[src/rtl/cpu_pkg.sv]
// Shared types and constants for the execute stage and its multiplier.
package cpu_pkg;

    localparam int DATA_W = 8;
    localparam int ADDR_W = 3;

    typedef enum logic [2:0] {
        OP_ADD = 3'd0,
        OP_SUB = 3'd1,
        OP_AND = 3'd2,
        OP_OR  = 3'd3,
        OP_XOR = 3'd4,
        OP_SHL = 3'd5,
        OP_SHR = 3'd6,
        OP_MUL = 3'd7
    } alu_op_t;

    typedef logic [1:0] exec_state_t;
    localparam exec_state_t ST_IDLE = 2'd0;
    localparam exec_state_t ST_MUL  = 2'd1;
    localparam exec_state_t ST_WB   = 2'd2;

endpackage

[src/rtl/shift_add_mul.sv]
// Shift-add multiplier, one multiplier bit per cycle; product is valid while done is high.
module shift_add_mul
    import cpu_pkg::*;
(
    input  logic                  clk,
    input  logic                  rst_n,
    input  logic                  start,
    input  logic [DATA_W-1:0]     a,
    input  logic [DATA_W-1:0]     b,
    output logic                  busy,
    output logic                  done,
    output logic [2*DATA_W-1:0]   product
);

    logic [2*DATA_W-1:0] acc;
    logic [2*DATA_W-1:0] mcand;
    logic [DATA_W-1:0]   mplier;
    logic [2:0]          count;

    // product already includes the current step, so the final sum is ready on the last busy cycle
    assign product = acc + (mplier[0] ? mcand : '0);
    assign done    = busy && (count == 3'd7);

    always_ff @(posedge clk or negedge rst_n) begin
        if (!rst_n) begin
            acc    <= '0;
            mcand  <= '0;
            mplier <= '0;
            count  <= '0;
            busy   <= 1'b0;
        end else if (start) begin
            acc    <= '0;
            mcand  <= {{DATA_W{1'b0}}, a};
            mplier <= b;
            count  <= '0;
            busy   <= 1'b1;
        end else if (busy) begin
            acc    <= product;
            mcand  <= mcand << 1;
            mplier <= mplier >> 1;
            count  <= count + 3'd1;
            if (count == 3'd7)
                busy <= 1'b0;
        end
    end

endmodule

[src/rtl/exec_unit.sv]
// Execute stage: forwards its own writeback, runs the ALU in one cycle or MUL over nine.
module exec_unit
    import cpu_pkg::*;
(
    input  logic              clk,
    input  logic              rst_n,
    input  logic              valid_i,
    output logic              ready_o,
    input  logic [2:0]        op_i,
    input  logic [ADDR_W-1:0] srcA_i,
    input  logic [ADDR_W-1:0] srcB_i,
    input  logic [ADDR_W-1:0] dest_i,
    output logic [ADDR_W-1:0] sourceReg1_o,
    output logic [ADDR_W-1:0] sourceReg2_o,
    input  logic [DATA_W-1:0] data1_i,
    input  logic [DATA_W-1:0] data2_i,
    output logic              writeFlag_o,
    output logic [ADDR_W-1:0] destReg_o,
    output logic [DATA_W-1:0] data_o,
    output logic              zero_o,
    output logic              carry_o
);

    exec_state_t           state;
    alu_op_t               op;
    logic                  accept;
    logic [DATA_W-1:0]     op_a;
    logic [DATA_W-1:0]     op_b;
    logic [DATA_W-1:0]     alu_res;
    logic                  alu_carry;
    logic [DATA_W:0]       shl_full;
    logic [DATA_W:0]       shr_full;
    logic [2:0]            shift;
    logic [ADDR_W-1:0]     mul_dest;
    logic                  mul_start;
    logic                  mul_busy;
    logic                  mul_done;
    logic [2*DATA_W-1:0]   mul_product;

    assign sourceReg1_o = srcA_i;
    assign sourceReg2_o = srcB_i;
    assign op           = alu_op_t'(op_i);
    assign ready_o      = !mul_busy;
    assign accept       = valid_i && ready_o;
    assign mul_start    = accept && (op == OP_MUL);

    // The regfile only sees our write one edge later, so bypass it while the pulse is live
    assign op_a = (writeFlag_o && destReg_o == srcA_i) ? data_o : data1_i;
    assign op_b = (writeFlag_o && destReg_o == srcB_i) ? data_o : data2_i;

    always_comb begin
        alu_res   = '0;
        alu_carry = 1'b0;
        shl_full  = '0;
        shr_full  = '0;
        shift     = op_b[2:0];
        case (op)
            OP_ADD: {alu_carry, alu_res} = {1'b0, op_a} + {1'b0, op_b};
            OP_SUB: begin
                alu_res   = op_a - op_b;
                alu_carry = (op_a < op_b);
            end
            OP_AND: alu_res = op_a & op_b;
            OP_OR:  alu_res = op_a | op_b;
            OP_XOR: alu_res = op_a ^ op_b;
            // The extra bit on each side catches the last bit shifted out
            OP_SHL: begin
                shl_full  = {1'b0, op_a} << shift;
                alu_res   = shl_full[DATA_W-1:0];
                alu_carry = shl_full[DATA_W];
            end
            OP_SHR: begin
                shr_full  = {op_a, 1'b0} >> shift;
                alu_res   = shr_full[DATA_W:1];
                alu_carry = shr_full[0];
            end
            default: ;
        endcase
    end

    shift_add_mul u_mul (
        .clk     (clk),
        .rst_n   (rst_n),
        .start   (mul_start),
        .a       (op_a),
        .b       (op_b),
        .busy    (mul_busy),
        .done    (mul_done),
        .product (mul_product)
    );

    always_ff @(posedge clk or negedge rst_n) begin
        if (!rst_n) begin
            state       <= ST_IDLE;
            writeFlag_o <= 1'b0;
            destReg_o   <= '0;
            data_o      <= '0;
            zero_o      <= 1'b0;
            carry_o     <= 1'b0;
            mul_dest    <= '0;
        end else begin
            writeFlag_o <= 1'b0;
            case (state)
                ST_MUL: begin
                    if (mul_done) begin
                        state       <= ST_WB;
                        writeFlag_o <= 1'b1;
                        destReg_o   <= mul_dest;
                        data_o      <= mul_product[DATA_W-1:0];
                        zero_o      <= (mul_product[DATA_W-1:0] == '0);
                        carry_o     <= |mul_product[2*DATA_W-1:DATA_W];
                    end
                end
                default: begin
                    state <= ST_IDLE;
                    if (accept) begin
                        if (op == OP_MUL) begin
                            state    <= ST_MUL;
                            mul_dest <= dest_i;
                        end else begin
                            writeFlag_o <= 1'b1;
                            destReg_o   <= dest_i;
                            data_o      <= alu_res;
                            zero_o      <= (alu_res == '0);
                            carry_o     <= alu_carry;
                        end
                    end
                end
            endcase
        end
    end

endmodule

[config.mk]
export PLATFORM = sky130hd
export DESIGN_NAME = exec_unit
export DESIGN_NICKNAME = d
export VERILOG_FILES = /design/src/rtl/cpu_pkg.sv /design/src/rtl/shift_add_mul.sv /design/src/rtl/exec_unit.sv
export SDC_FILE = /design/constraint.sdc
export NUM_CORES = 1
export LEC_CHECK = 0
export ABC_AREA = 1
export CORE_ASPECT_RATIO = 1.2
export CORE_UTILIZATION = 25
export DETAILED_ROUTE_END_ITERATION = 16
export PLACE_DENSITY = 0.43
export SLEW_MARGIN = 15
export SYNTH_ARGS = -nofsm -noshare
export SYNTH_HDL_FRONTEND = slang
export SYNTH_SLANG_ARGS = --single-unit
[constraint.sdc]
create_clock -name clk -period 2.7 [get_ports clk]
set_input_delay 0.675 -clock clk [delete_from_list [all_inputs] [get_ports clk]]
set_output_delay 0.675 -clock clk [all_outputs]
set_load 0.01 [all_outputs]
==> flow_summary_export.csv, run 1 <==
group,metric,value,unit
die,die_area,22800,um^2
power_and_ir_drop,ir_worst_vdd,0.410,mV
timing,fin_ws,-0.278,ns
synth,ys.warnings.count,0,
route,first_pass_iters,5,
timing,fin_crit,2.98,ns
route,drtIter0Drc,211,
power_and_ir_drop,p_per_area,815,nW/um^2
grt,grt_pass1_wl,33200,um
grt,top_usage_layer,"met2",
setup_path,worst-path-max-fanout,3,
timing,fin_crit_sh,1.10,
power_and_ir_drop,switching_share,0.425,
power_and_ir_drop,pwr-share-seq,0.236,
setup_path,cpPeakStageDelay,0.36,ns
timing,tightest_slew,0.572,ns
synth,synth_common_cells,"nand2_1 (211), inv_1 (119), nand3_1 (81), o21ai_0 (78), dfrtp_1 (63)",
grt,antenna_found_initial,0,
worst_hold_path,hp-class,"in -> async",
synth,yosysSeqAreaShare,0.284,
synth,netlist_area,5550,um^2
place,placed_area,7430,um^2
timing,maxSlewViolCount,0,
clock_tree,clk_pin_slew,0.06,ns
final_layout,fin_cells,1314,
power_and_ir_drop,p_sw,2.89,mW
synth,synth.most_common_cell,"nand2_1",
place,dp.cells,1264,
final_layout,finalNetCount,1110,
grt,grt_pass1_vias,6344,
job,drv_cap,0,
synth,synthTopCellsByArea,"dfrtp_1 (28%), nand2_1 (14%), ha_1 (9.2%)",
timing,fin_hold_ws,0.288,ns
grt,use_met3,0.0225,
grt,grt_util_met1,0.220,
grt,grt_max_degree,24,
route,remaining_drc_errors,0,
timing,fmax,336,MHz
setup_path,crit_type,"in -> reg",
route,ant_nets,0,
power_and_ir_drop,clkPwrFrac,0.179,
timing,finalHoldViolations,0,
power_and_ir_drop,combPwrFrac,0.586,
synth,yosysTopAreaCell,"dfrtp_1",
final_layout,final_area,8350,um^2
die,rows,59,
route,routed_wl,20700,um
setup_path,critPathCaptureType,"flip-flop",
place,port-buffer-count,51,
timing,maxSlewHeadroom,0.614,
route,vias,6074,
clock_tree,cts_tree,"yes",
synth,syn_nets,899,
setup_path,path_delay_family,"buffers and inverters",
die,die_h,165,um
die,ios,52,
die,coreArea,21700,um^2
clock_tree,cts_inserted_buffers,9,
run_status,status,"finished with violations",
grt,grt_overflow_total,0,
synth,netlist_instances,824,
power_and_ir_drop,leakage,4.29,nW
die,start_util,0.256,
power_and_ir_drop,p_int,3.91,mW
setup_path,critPathBufInv,11,
final_layout,n_antenna_cell,0,
synth,synth_top_cell_area_share,0.284,
clock_tree,htree_levels,3,
setup_path,required,2.92,ns
grt,track_usage,0.188,
synth,synth_edf_count,0,
clock_tree,hold_buffers,0,
clock_tree,clock-sinks,63,
timing,setup_tns,-1.51,ns
die,floorplan.die.width,138,um
timing,rsz0062_at_grt,"yes",
power_and_ir_drop,power,6.80,mW
final_layout,synthToLayoutAreaGrowth,50.3,%
route,viasPerCell,4.62,
clock_tree,clock_path_buffers,2,
setup_path,cp-start-kind,"input pin",
setup_path,crit_top_cell,"buf_6",
synth,syn_area_per_cell,6.74,um^2
route,wl_per_cell,15.7,um
final_layout,drive_gt1_frac,0.305,
place,gp_congestion,0.866,
setup_path,cp_slowest_cell,"fa_2",
synth,netlist-cell-type-count,40,
place,hpwl,16600,um
timing,setup_viol,9,
grt,use_met2,0.352,
setup_path,cp.arrival,3.20,ns
synth,synth_flop_cell,"dfrtp_1",
run_status,violations,"negative setup slack",
synth,synthArstFlopShare,1.00,
clock_tree,clockRootBuffer,"clkbuf_16",
synth,ys_seq_elements,63,
timing,fin_skew,0.00854,ns
clock_tree,clk_latency,0.34,ns
stage by stage:
step	util	setup WS, ns
floorplan	-	-0.386
detailed placement	0.343	-1.21
global route	0.385	-0.438
global placement	0.343	-1.24
CTS	0.377	-0.325
finish	0.385	-0.278
cells by family after synthesis:
kind of cell	synth area share
compound gates	0.174
simple gates	0.294
flops	0.284
buf+inv	0.121
xor+xnor	0.0237
fa+ha+maj	0.103
per-layer routing:
layer / vias up / wire length, um
met5: - / 0
met4: 0 / 529
met3: 30 / 611
met2: 90 / 10700
met1: 2838 / 8840
li1: 3116 / -
cell usage in the layout (no fill, tap or decap), types with 9 or more instances in the layout:
cell type and instances:
a21oi_1 28, buf_4 163, buf_6 16, clkbuf_16 9
clkdlybuf4s50_1 44, dfrtp_1 61, ha_1 33, inv_1 110
inv_2 11, nand2_1 185, nand2_2 28, nand2_4 10
nand3_1 69, nand3_2 12, nor2_1 39, o21ai_0 61
o21ai_1 14, o22ai_1 22, xor2_1 10
area by class of cell:
type	count	area, um^2
well taps	274	343
clock buffers	11	253
flip-flops and latches	63	1580
fillers	2345	13400
multi-input cells	601	3700
repair buffers	231	1910
clock inverters	5	56.3
inverters	129	505
flip-flops by register name (all words and copies together) (netlist names):
signal,flops
data_o,8
u_mul.count,3
mul_dest,3
u_mul.mplier,8
destReg_o,3
u_mul.busy,1
u_mul.acc,16
u_mul.mcand,16
state,2
carry_o,1
writeFlag_o,1
zero_o,1
path summary, 6_finish.rpt:
path,startpoint,to,slack [ns],cells past startpoint
worst min-delay path,rst_n,u_mul.acc[11],0.29,1
worst min register to register,u_mul.acc[6],u_mul.acc[6],0.49,2
max in group asynchronous,rst_n,destReg_o[1],1.69,2
worst max register to register,destReg_o[0],data_o[2],-0.25,24
min in group clk,u_mul.acc[6],u_mul.acc[6],0.49,2
worst max-delay path,srcA_i[0],data_o[2],-0.28,26
power by group through the flow:
stage,combinational [mW],sequential (mW),clock [mW]
2_1_floorplan,1.96,1.56,0
4_1_cts,3.90,1.61,1.25
3_5_place_dp,3.58,1.62,0
3_3_place_gp,3.61,1.62,0
5_1_grt,4.43,1.66,1.29
6_report,3.98,1.60,1.21
repair_timing:
item | 4_1_cts | 5_1_grt
setup buffers | 26 | 10
pin swaps | 47 | 31
cloned | 1 | 0
resized for setup | 93 | 31
endpoints found under the setup margin | 10 | 10
No activity file was read; power rests on OpenSTA's default activity.
==> inputs of run 2 (changes only) <==
--- a/config.mk
+++ b/config.mk
@@ -9,7 +9,7 @@
 export CORE_ASPECT_RATIO = 1.2
 export CORE_UTILIZATION = 25
 export DETAILED_ROUTE_END_ITERATION = 16
-export PLACE_DENSITY = 0.43
+export PLACE_DENSITY = 0.41
 export SLEW_MARGIN = 15
 export SYNTH_ARGS = -nofsm -noshare
 export SYNTH_HDL_FRONTEND = slang
==> constraint.sdc (replaced) <==
create_clock -name clk -period 2.8 [get_ports clk]
set_input_delay 0.7 -clock clk [delete_from_list [all_inputs] [get_ports clk]]
set_output_delay 0.7 -clock clk [all_outputs]
set_load 0.01 [all_outputs]
==> run 2 against run 1 <==
Effect of this change:
- the run still ends with negative setup slack left
- largest cell class unchanged
- worst setup slack improved by 0.036 ns
- sequential share of layout area rose by 0.33 points
- worst hold slack got worse by 0.011 ns
- routed wire length rose by 1.2%
- critical path depth fell by 1
- die area did not move
- critical endpoint is now zero_o
- clock power shrank 15%
- cell count fell by 1.8%
- highest routed layer unchanged
- sequential power shrank 4%
- count of clock-buffer cells in the layout stayed put
==> flow_summary_export.csv, run 2 (synthesized netlist as in run 1, its figures left out) <==
group,metric,value,unit
grt,top_usage_layer,"met2",
worst_hold_path,hp-class,"in -> async",
grt,track_usage,0.185,
setup_path,critPathCaptureType,"flip-flop",
final_layout,mostFrequentLayoutCells,"nand2_1 (189), buf_4 (140), inv_1 (111), nand3_1 (74), o21ai_0 (62)",
final_layout,layout_commonest_cell,"nand2_1",
timing,finalHoldViolations,0,
run_status,status,"finished with violations",
place,port-buffer-count,51,
clock_tree,clk_latency,0.33,ns
clock_tree,htree_levels,3,
setup_path,worstRegToRegCells,25,
clock_tree,clock_path_buffers,2,
final_layout,multi_input_area,3700,um^2
final_layout,fill_cells,2349,
die,floorplan.die.width,138,um
timing,fmax,329,MHz
place,dp.cells,1251,
final_layout,drive_gt1_frac,0.282,
route,viasPerCell,4.68,
grt,grt_util_met1,0.226,
setup_path,cpPeakStageDelay,0.29,ns
timing,rsz0062_at_grt,"yes",
grt,grt_overflow_total,0,
die,die_h,165,um
clock_tree,cts_tree,"yes",
setup_path,required,3.06,ns
job,drv_cap,0,
grt,use_met3,0.0208,
setup_path,worst-path-max-fanout,6,
setup_path,crit_type,"in -> reg",
run_status,violations,"negative setup slack",
final_layout,finalNetCount,1088,
route,ant_nets,0,
final_layout,reg_top3,"u_mul.acc x16, u_mul.mcand x16",
setup_path,cp_slowest_cell,"ha_4",
power_and_ir_drop,p_per_area,777,nW/um^2
grt,grt_pass1_wl,32700,um
place,place_worst_setup_slack,-1.25,ns
route,first_pass_iters,6,
route,routed_wl,20900,um
clock_tree,hold_buffers,0,
power_and_ir_drop,ir_worst_vdd,0.435,mV
power_and_ir_drop,leakage,4.19,nW
setup_path,crit_top_cell,"nand2_2",
timing,fin_crit_sh,1.09,
final_layout,n_antenna_cell,0,
setup_path,r2r_start,"destReg_o[0]",
timing,maxSlewHeadroom,0.712,
die,ios,52,
die,start_util,0.256,
clock_tree,clk_pin_slew,0.06,ns
final_layout,fin_cells,1291,
grt,antenna_found_initial,0,
die,coreArea,21700,um^2
route,remaining_drc_errors,0,
grt,grt_pass1_vias,6062,
clock_tree,clockRootBuffer,"clkbuf_16",
final_layout,utilization,0.378,
timing,fin_crit,3.04,ns
grt,use_met2,0.336,
timing,fin_skew,0.00624,ns
setup_path,rrSetupSlack,-0.21,ns
timing,setup_viol,7,
place,gp_congestion,0.941,
setup_path,cp-start-kind,"input pin",
setup_path,cp.arrival,3.30,ns
timing,tightest_slew,0.430,ns
die,rows,59,
route,vias,6043,
grt,grt_max_degree,26,
route,wl_per_cell,16.2,um
final_layout,seqCellArea,1580,um^2
clock_tree,cts_inserted_buffers,9,
timing,fin_ws,-0.242,ns
place,hpwl,16500,um
setup_path,rr_endpoint,"zero_o",
die,die_area,22800,um^2
final_layout,synthToLayoutAreaGrowth,47.7,%
clock_tree,clock-sinks,63,
route,drtIter0Drc,223,
timing,maxSlewViolCount,0,
## run 2: worst max-delay path: cells and delay by family
| kind | cells | cell delay, ns |
|---|---|---|
| AO/OA/AOI/OAI | 2 | 0.18 |
| buffers and inverters | 5 | 0.55 |
| adder cells (fa/ha/maj) | 1 | 0.29 |
| AND/OR/NAND/NOR | 17 | 1.58 |
## run 2: how the worst max path moves through the flow
stage | start | endpoint | slack [ns]
4_1_cts | srcA_i[0] | zero_o | -0.25
3_3_place_gp | srcB_i[1] | zero_o | -1.19
3_5_place_dp | srcB_i[1] | zero_o | -1.25
2_1_floorplan | srcA_i[0] | zero_o | -0.31
5_1_grt | destReg_o[0] | zero_o | -0.43
6_report | srcA_i[1] | zero_o | -0.24
## run 2: cell type report
cell class,instances,area share
inverters,129,0.0621
repair buffers,209,0.221
well taps,274,0.0418
clock buffers,11,0.0296
flip-flops and latches,63,0.192
multi-input cells,601,0.450
clock inverters,4,0.00274
## run 2: where the power goes
group	internal, mW	switching, mW	leakage (nW)
clock	0.614	0.417	0.131
combinational	1.69	2.12	3.25
sequential	1.28	0.254	0.810
## run 2: what timing repair did
action                                  in CTS  in global routing
cloned                                       1                  0
gates resized for setup                     92                 36
endpoints found under the setup margin      10                  9
setup buffers                               21                  8
pin swaps                                   49                 48
## run 2: per-layer routing
metal | vias to the layer above | part of all wire
met5 | - | 0
met4 | 0 | 0.028
met3 | 33 | 0.027
met2 | 112 | 0.50
met1 | 2836 | 0.45
li1 | 3062 | -
## run 2: metrics by stage
stage	power (mW)	hold slack [ns]	TNS (ns)	cell area (um^2)
after global routing	6.88	0.298	-2.19	8210
after floorplan	3.39	0.404	-0.869	5650
after global placement	4.99	0.469	-9.42	7360
after detailed placement	4.98	0.472	-9.40	7360
final	6.37	0.277	-0.801	8210
after CTS	6.30	0.286	-0.981	8020
